==> config.mk <==
export PLATFORM = sky130hd
export DESIGN_NAME = imem_loader
export DESIGN_NICKNAME = d
export VERILOG_FILES = /design/src/rtl/imem_loader.sv
export SDC_FILE = /design/constraint.sdc
export NUM_CORES = 1
export LEC_CHECK = 0
export CAP_MARGIN = 5
export CORE_UTILIZATION = 55
export CTS_CLUSTER_DIAMETER = 40
export DETAILED_ROUTE_END_ITERATION = 10
export GPL_ROUTABILITY_DRIVEN = 0
export PLACE_DENSITY = 0.8
export SKIP_LAST_GASP = 1
export SYNTH_ARGS = -nofsm -noshare
export SYNTH_HDL_FRONTEND = slang
export SYNTH_SLANG_ARGS = --single-unit
==> constraint.sdc <==
create_clock -name i_clock -period 2.6 [get_ports i_clock]
set_input_delay 0.52 -clock i_clock [delete_from_list [all_inputs] [get_ports i_clock]]
set_output_delay 0.52 -clock i_clock [all_outputs]
set_load 0.02 [all_outputs]
==> src/rtl/imem_loader.sv <==
// Instruction-memory loader: receives a framed image (LEN, N words, CSUM) as a byte stream,
// writes the words from address 0 upward and keeps the CPU held until the checksum verifies.
module imem_loader #(
    parameter int ADDR_W = 8
) (
    input  logic              i_clock,
    input  logic              i_reset,
    input  logic              i_start,
    input  logic [7:0]        i_rx_data,
    input  logic              i_rx_valid,
    output logic              o_rx_ready,
    output logic              o_imem_we,
    output logic [ADDR_W-1:0] o_imem_addr,
    output logic [15:0]       o_imem_wdata,
    output logic              o_cpu_hold,
    output logic              o_done,
    output logic              o_err,
    output logic [ADDR_W:0]   o_words_loaded
);

    typedef enum logic [3:0] {
        IDLE, LEN_HI, LEN_LO, DAT_HI, DAT_LO, WRITE, CS_HI, CS_LO, DONE, ERROR
    } state_t;

    state_t          r_state, w_next;
    logic [7:0]      r_hi;
    logic [15:0]     r_word, r_sum;
    logic [ADDR_W:0] r_len, r_cnt;
    logic            w_accept, w_restart, w_ready;
    logic [15:0]     w_field;
    logic [ADDR_W:0] w_cnt_inc;

    assign w_field   = {r_hi, i_rx_data};
    assign w_accept  = i_rx_valid && w_ready;
    assign w_cnt_inc = r_cnt + 1'b1;
    assign w_restart = i_start && (r_state == IDLE || r_state == DONE || r_state == ERROR);

    always_ff @(posedge i_clock) begin
        if (i_reset) r_state <= IDLE;
        else         r_state <= w_next;
    end

    always_comb begin
        w_next  = r_state;
        w_ready = 1'b0;
        case (r_state)
            IDLE:   if (i_start) w_next = LEN_HI;
            LEN_HI: begin
                w_ready = 1'b1;
                if (w_accept) w_next = LEN_LO;
            end
            LEN_LO: begin
                w_ready = 1'b1;
                if (w_accept) begin
                    if ({1'b0, w_field} > (17'd1 << ADDR_W)) w_next = ERROR;
                    else if (w_field == 16'd0)                 w_next = CS_HI;
                    else                                       w_next = DAT_HI;
                end
            end
            DAT_HI: begin
                w_ready = 1'b1;
                if (w_accept) w_next = DAT_LO;
            end
            DAT_LO: begin
                w_ready = 1'b1;
                if (w_accept) w_next = WRITE;
            end
            WRITE:  w_next = (w_cnt_inc == r_len) ? CS_HI : DAT_HI;
            CS_HI: begin
                w_ready = 1'b1;
                if (w_accept) w_next = CS_LO;
            end
            CS_LO: begin
                w_ready = 1'b1;
                if (w_accept) w_next = (w_field == r_sum) ? DONE : ERROR;
            end
            DONE:   if (i_start) w_next = LEN_HI;
            ERROR:  if (i_start) w_next = LEN_HI;
            default: w_next = IDLE;
        endcase
    end

    // r_hi holds the high byte of whichever 16-bit field is being assembled.
    always_ff @(posedge i_clock) begin
        if (i_reset) begin
            r_hi   <= '0;
            r_word <= '0;
            r_sum  <= '0;
            r_len  <= '0;
            r_cnt  <= '0;
        end else begin
            if (w_restart) begin
                r_sum <= '0;
                r_len <= '0;
                r_cnt <= '0;
            end
            if (w_accept) begin
                case (r_state)
                    LEN_HI, DAT_HI, CS_HI: r_hi   <= i_rx_data;
                    LEN_LO:                r_len  <= w_field[ADDR_W:0];
                    DAT_LO:                r_word <= w_field;
                    default: ;
                endcase
            end
            if (r_state == WRITE) begin
                r_sum <= r_sum + r_word;
                r_cnt <= w_cnt_inc;
            end
        end
    end

    assign o_rx_ready     = w_ready;
    assign o_imem_we      = (r_state == WRITE);
    assign o_imem_addr    = r_cnt[ADDR_W-1:0];
    assign o_imem_wdata   = r_word;
    assign o_cpu_hold     = (r_state != DONE);
    assign o_done         = (r_state == DONE);
    assign o_err          = (r_state == ERROR);
    assign o_words_loaded = r_cnt;

endmodule

==> flow_summary_export.csv <==
group,metric,value,unit
status,status,"complete, no violations",
layout,diodes,0,
layout,final_core_util,0.698,
pwr,switching_share,0.256,
yosys,yosys.area.top_type,"dfxtp_1",
routing,wirelength,9.50,mm
routing,drt_iter0_drc,178,
sta,final_max_slew_viol_count,0,
floorplanning,initial_core_util,0.573,
pwr,switching_power,0.619,mW
layout,layout-area-overhead-vs-synth,21.9,%
yosys,async_reset_ff_frac,0,
sta,max-slew-margin-rel,0.582,
yosys,ys.flop_type,"dfxtp_1",
pwr,p_leak,1.71,nW
yosys,synth_edf_count,0,
place,dp_hpwl,6.60,mm
layout,drive_above_1_share,0.0884,
sta,timing_worst_slew_pin_value,0.627,ns
yosys,synth_top_cells_by_count,"dfxtp_1 (62), nor2_1 (57), nand2_1 (54)",
worst_hold_path,min_path_type,"flop to flop",
yosys,syn_nets,489,
routing,viasPerCell,6.02,
global_routing,grt_pass1_vias,3394,
yosys,postSynthCellCount,460,
place,placed_area,4200,um^2
setup_path,crit_required,2.08,ns
layout,stdcell_count,586,
clock_tree,cts_resized,0,
clock_tree,cts-root-buf,"clkbuf_8",
yosys,syn_area,3660,um^2
yosys,yosys.area.top_type_share,0.339,
setup_path,cp_max_fo,12,
setup_path,end_kind,"primary output",
sta,hold_viol_final,0,
pwr,seqPwrFrac,0.422,
sta,min_period,2.54,ns
clock_tree,post_cts_buffers,0,
pwr,clkPwrFrac,0.447,
yosys,synth_most_common_cell,"dfxtp_1",
sta,rsz0062_at_grt,"yes",
clock_tree,clk_pin_slew,0.07,ns
setup_path,worstSetupPathType,"flop to primary output",
job,maxCapViolCount,0,
sta,min_period_over_period,0.976,
pwr,intPower,1.80,mW
clock_tree,worstSkewPairLatency,0.36,ns
global_routing,overflow,0,
floorplanning,die_h,83.5,um
clock_tree,ctsHoldBuffers,0,
clock_tree,clockBufferDepth,2,
yosys,synth-seq-cells,62,
pwr,peakVddDrop,387,uV
clock_tree,clock-sinks,62,
clock_tree,cts_tree,"built",
yosys,yosysUniqueCellTypes,55,
routing,vias,3530,
clock_tree,htree_levels,3,
pwr,combPwrFrac,0.130,
pwr,p_per_area,542,nW/um^2
yosys,synth_area_leaders,"dfxtp_1 (34%), xnor2_1 (7.9%), a21oi_1 (6.3%)",
setup_path,critPathMaxStageDelay,0.58,ns
global_routing,antenna_found_initial,0,
place,place_inst,570,
yosys,synth_warnings,0,
setup_path,cp_cell_sequence,"nor2_1, nand2_1, or2_2, inv_1, clkdlybuf4s50_1",
setup_path,cp.arrival,2.02,ns
global_routing,grt_pass1_wl,16.0,mm
global_routing,grt_usage,0.285,
layout,layout.nets,533,
floorplanning,pin_count,50,
sta,finalClockSkew,0.00821,ns
floorplanning,die_w,83.5,um
floorplanning,coreArea,6390,um^2
layout,design_area,4460,um^2
setup_path,crit_path_start_kind,"flop",
place,port_buffers,49,
routing,ant_nets,0,
routing,wl_per_cell,16.2,um
routing,drc,0,
clock_tree,numCtsBuffers,9,
routing,first_pass_iters,5,
yosys,synth_area_per_cell,7.95,um^2
yosys,seq_area_frac_synth,0.339,
sta,finalSetupViolations,0,
floorplanning,die_area,6980,um^2
setup_path,cp_slowest_cell,"clkdlybuf4s50_1",
global_routing,grt_max_degree,41,
floorplanning,rows,29,
sta,fmax,394,MHz
==> cell type report <==
type / instances / area [um^2]
inverters: 9 / 33.8
flip-flops and latches: 62 / 1240
clock inverters: 3 / 90.1
multi-input cells: 359 / 2240
repair buffers: 63 / 591
well taps: 77 / 96.3
clock buffers: 13 / 159
fillers: 511 / 1930
==> flip-flops by register name, indices dropped and copies added, names as in the netlist <==
signal	flops
o_imem_wdata	16
o_words_loaded	9
r_hi	8
r_len	9
r_state	4
r_sum	16
==> final timing paths <==
path              cells after the start                            to                         start  slack [ns]
setup / recovery                      5                        o_done       r_state[1]$_SDFFE_PP0P_        0.06
hold / removal                        2  o_imem_wdata[5]$_SDFFE_PP0P_  o_imem_wdata[5]$_SDFFE_PP0P_        0.48
setup reg to reg                      9        r_sum[12]$_SDFFE_PP0P_         r_sum[0]$_SDFFE_PP0P_        0.13
hold reg to reg                       2  o_imem_wdata[5]$_SDFFE_PP0P_  o_imem_wdata[5]$_SDFFE_PP0P_        0.48
==> routing by layer <==
metal,part of all wire,track usage,vias up,wire [um]
met3,0.056,0.0574,29,528
li1,-,-,1712,-
met1,0.44,0.366,1668,4170
met4,0.028,0.154,0,267
met5,0,0,-,0
met2,0.48,0.452,121,4540
==> worst max-delay path, delay by kind of cell, from the launching register on <==
family | cells | cell delay [ns]
buffers and inverters | 2 | 0.63
and+or+nand+nor | 3 | 0.57
DFF | 1 | 0.44
==> power groups by stage <==
stage / clock (mW) / combinational [mW] / sequential, mW
floorplan: 0 / 0.225 / 1.01
global placement: 0 / 0.302 / 1.04
detailed placement: 0 / 0.310 / 1.04
CTS: 1.09 / 0.312 / 1.02
global route: 1.14 / 0.345 / 1.02
finish: 1.08 / 0.315 / 1.02
==> cell usage in the layout, fill, tap and decap left out, types with 6 or more instances in the layout <==
cell | Yosys | routed
nand4_1 | 8 | 8
dfxtp_1 | 62 | 60
nand3_1 | 7 | 7
buf_4 | 8 | 14
nor4_1 | 6 | 6
nor3_1 | 6 | 6
xor2_1 | 9 | 9
a21oi_1 | 46 | 46
mux2i_1 | 8 | 8
xnor2_1 | 33 | 33
o21ai_0 | 23 | 23
inv_1 | 9 | 9
ha_1 | 16 | 16
a22oi_1 | 18 | 18
nor2_1 | 57 | 56
clkbuf_8 | 0 | 11
clkdlybuf4s50_1 | 0 | 48
nand2_1 | 54 | 54
==> metrics by stage <==
stage | setup slack [ns] | setup TNS (ns) | total power, mW | hold WS (ns)
floorplan | 0.172 | 0 | 1.24 | 0.463
global placement | 0.155 | 0 | 1.34 | 0.465
detailed placement | 0.135 | 0 | 1.35 | 0.470
CTS | 0.0228 | 0 | 2.42 | 0.483
global route | -0.0530 | -0.0530 | 2.51 | 0.500
finish | 0.0618 | 0 | 2.42 | 0.480
==> kinds of logic after synthesis <==
group	synth area share
AOI/OAI and AO/OA	0.210
buffers and inverters	0.0486
adders and majority gates	0.0602
muxes	0.0219
and+or+nand+nor	0.220
xor gates and xnor gates	0.101
DFF	0.339
No activity file was read; power rests on OpenSTA's default activity.
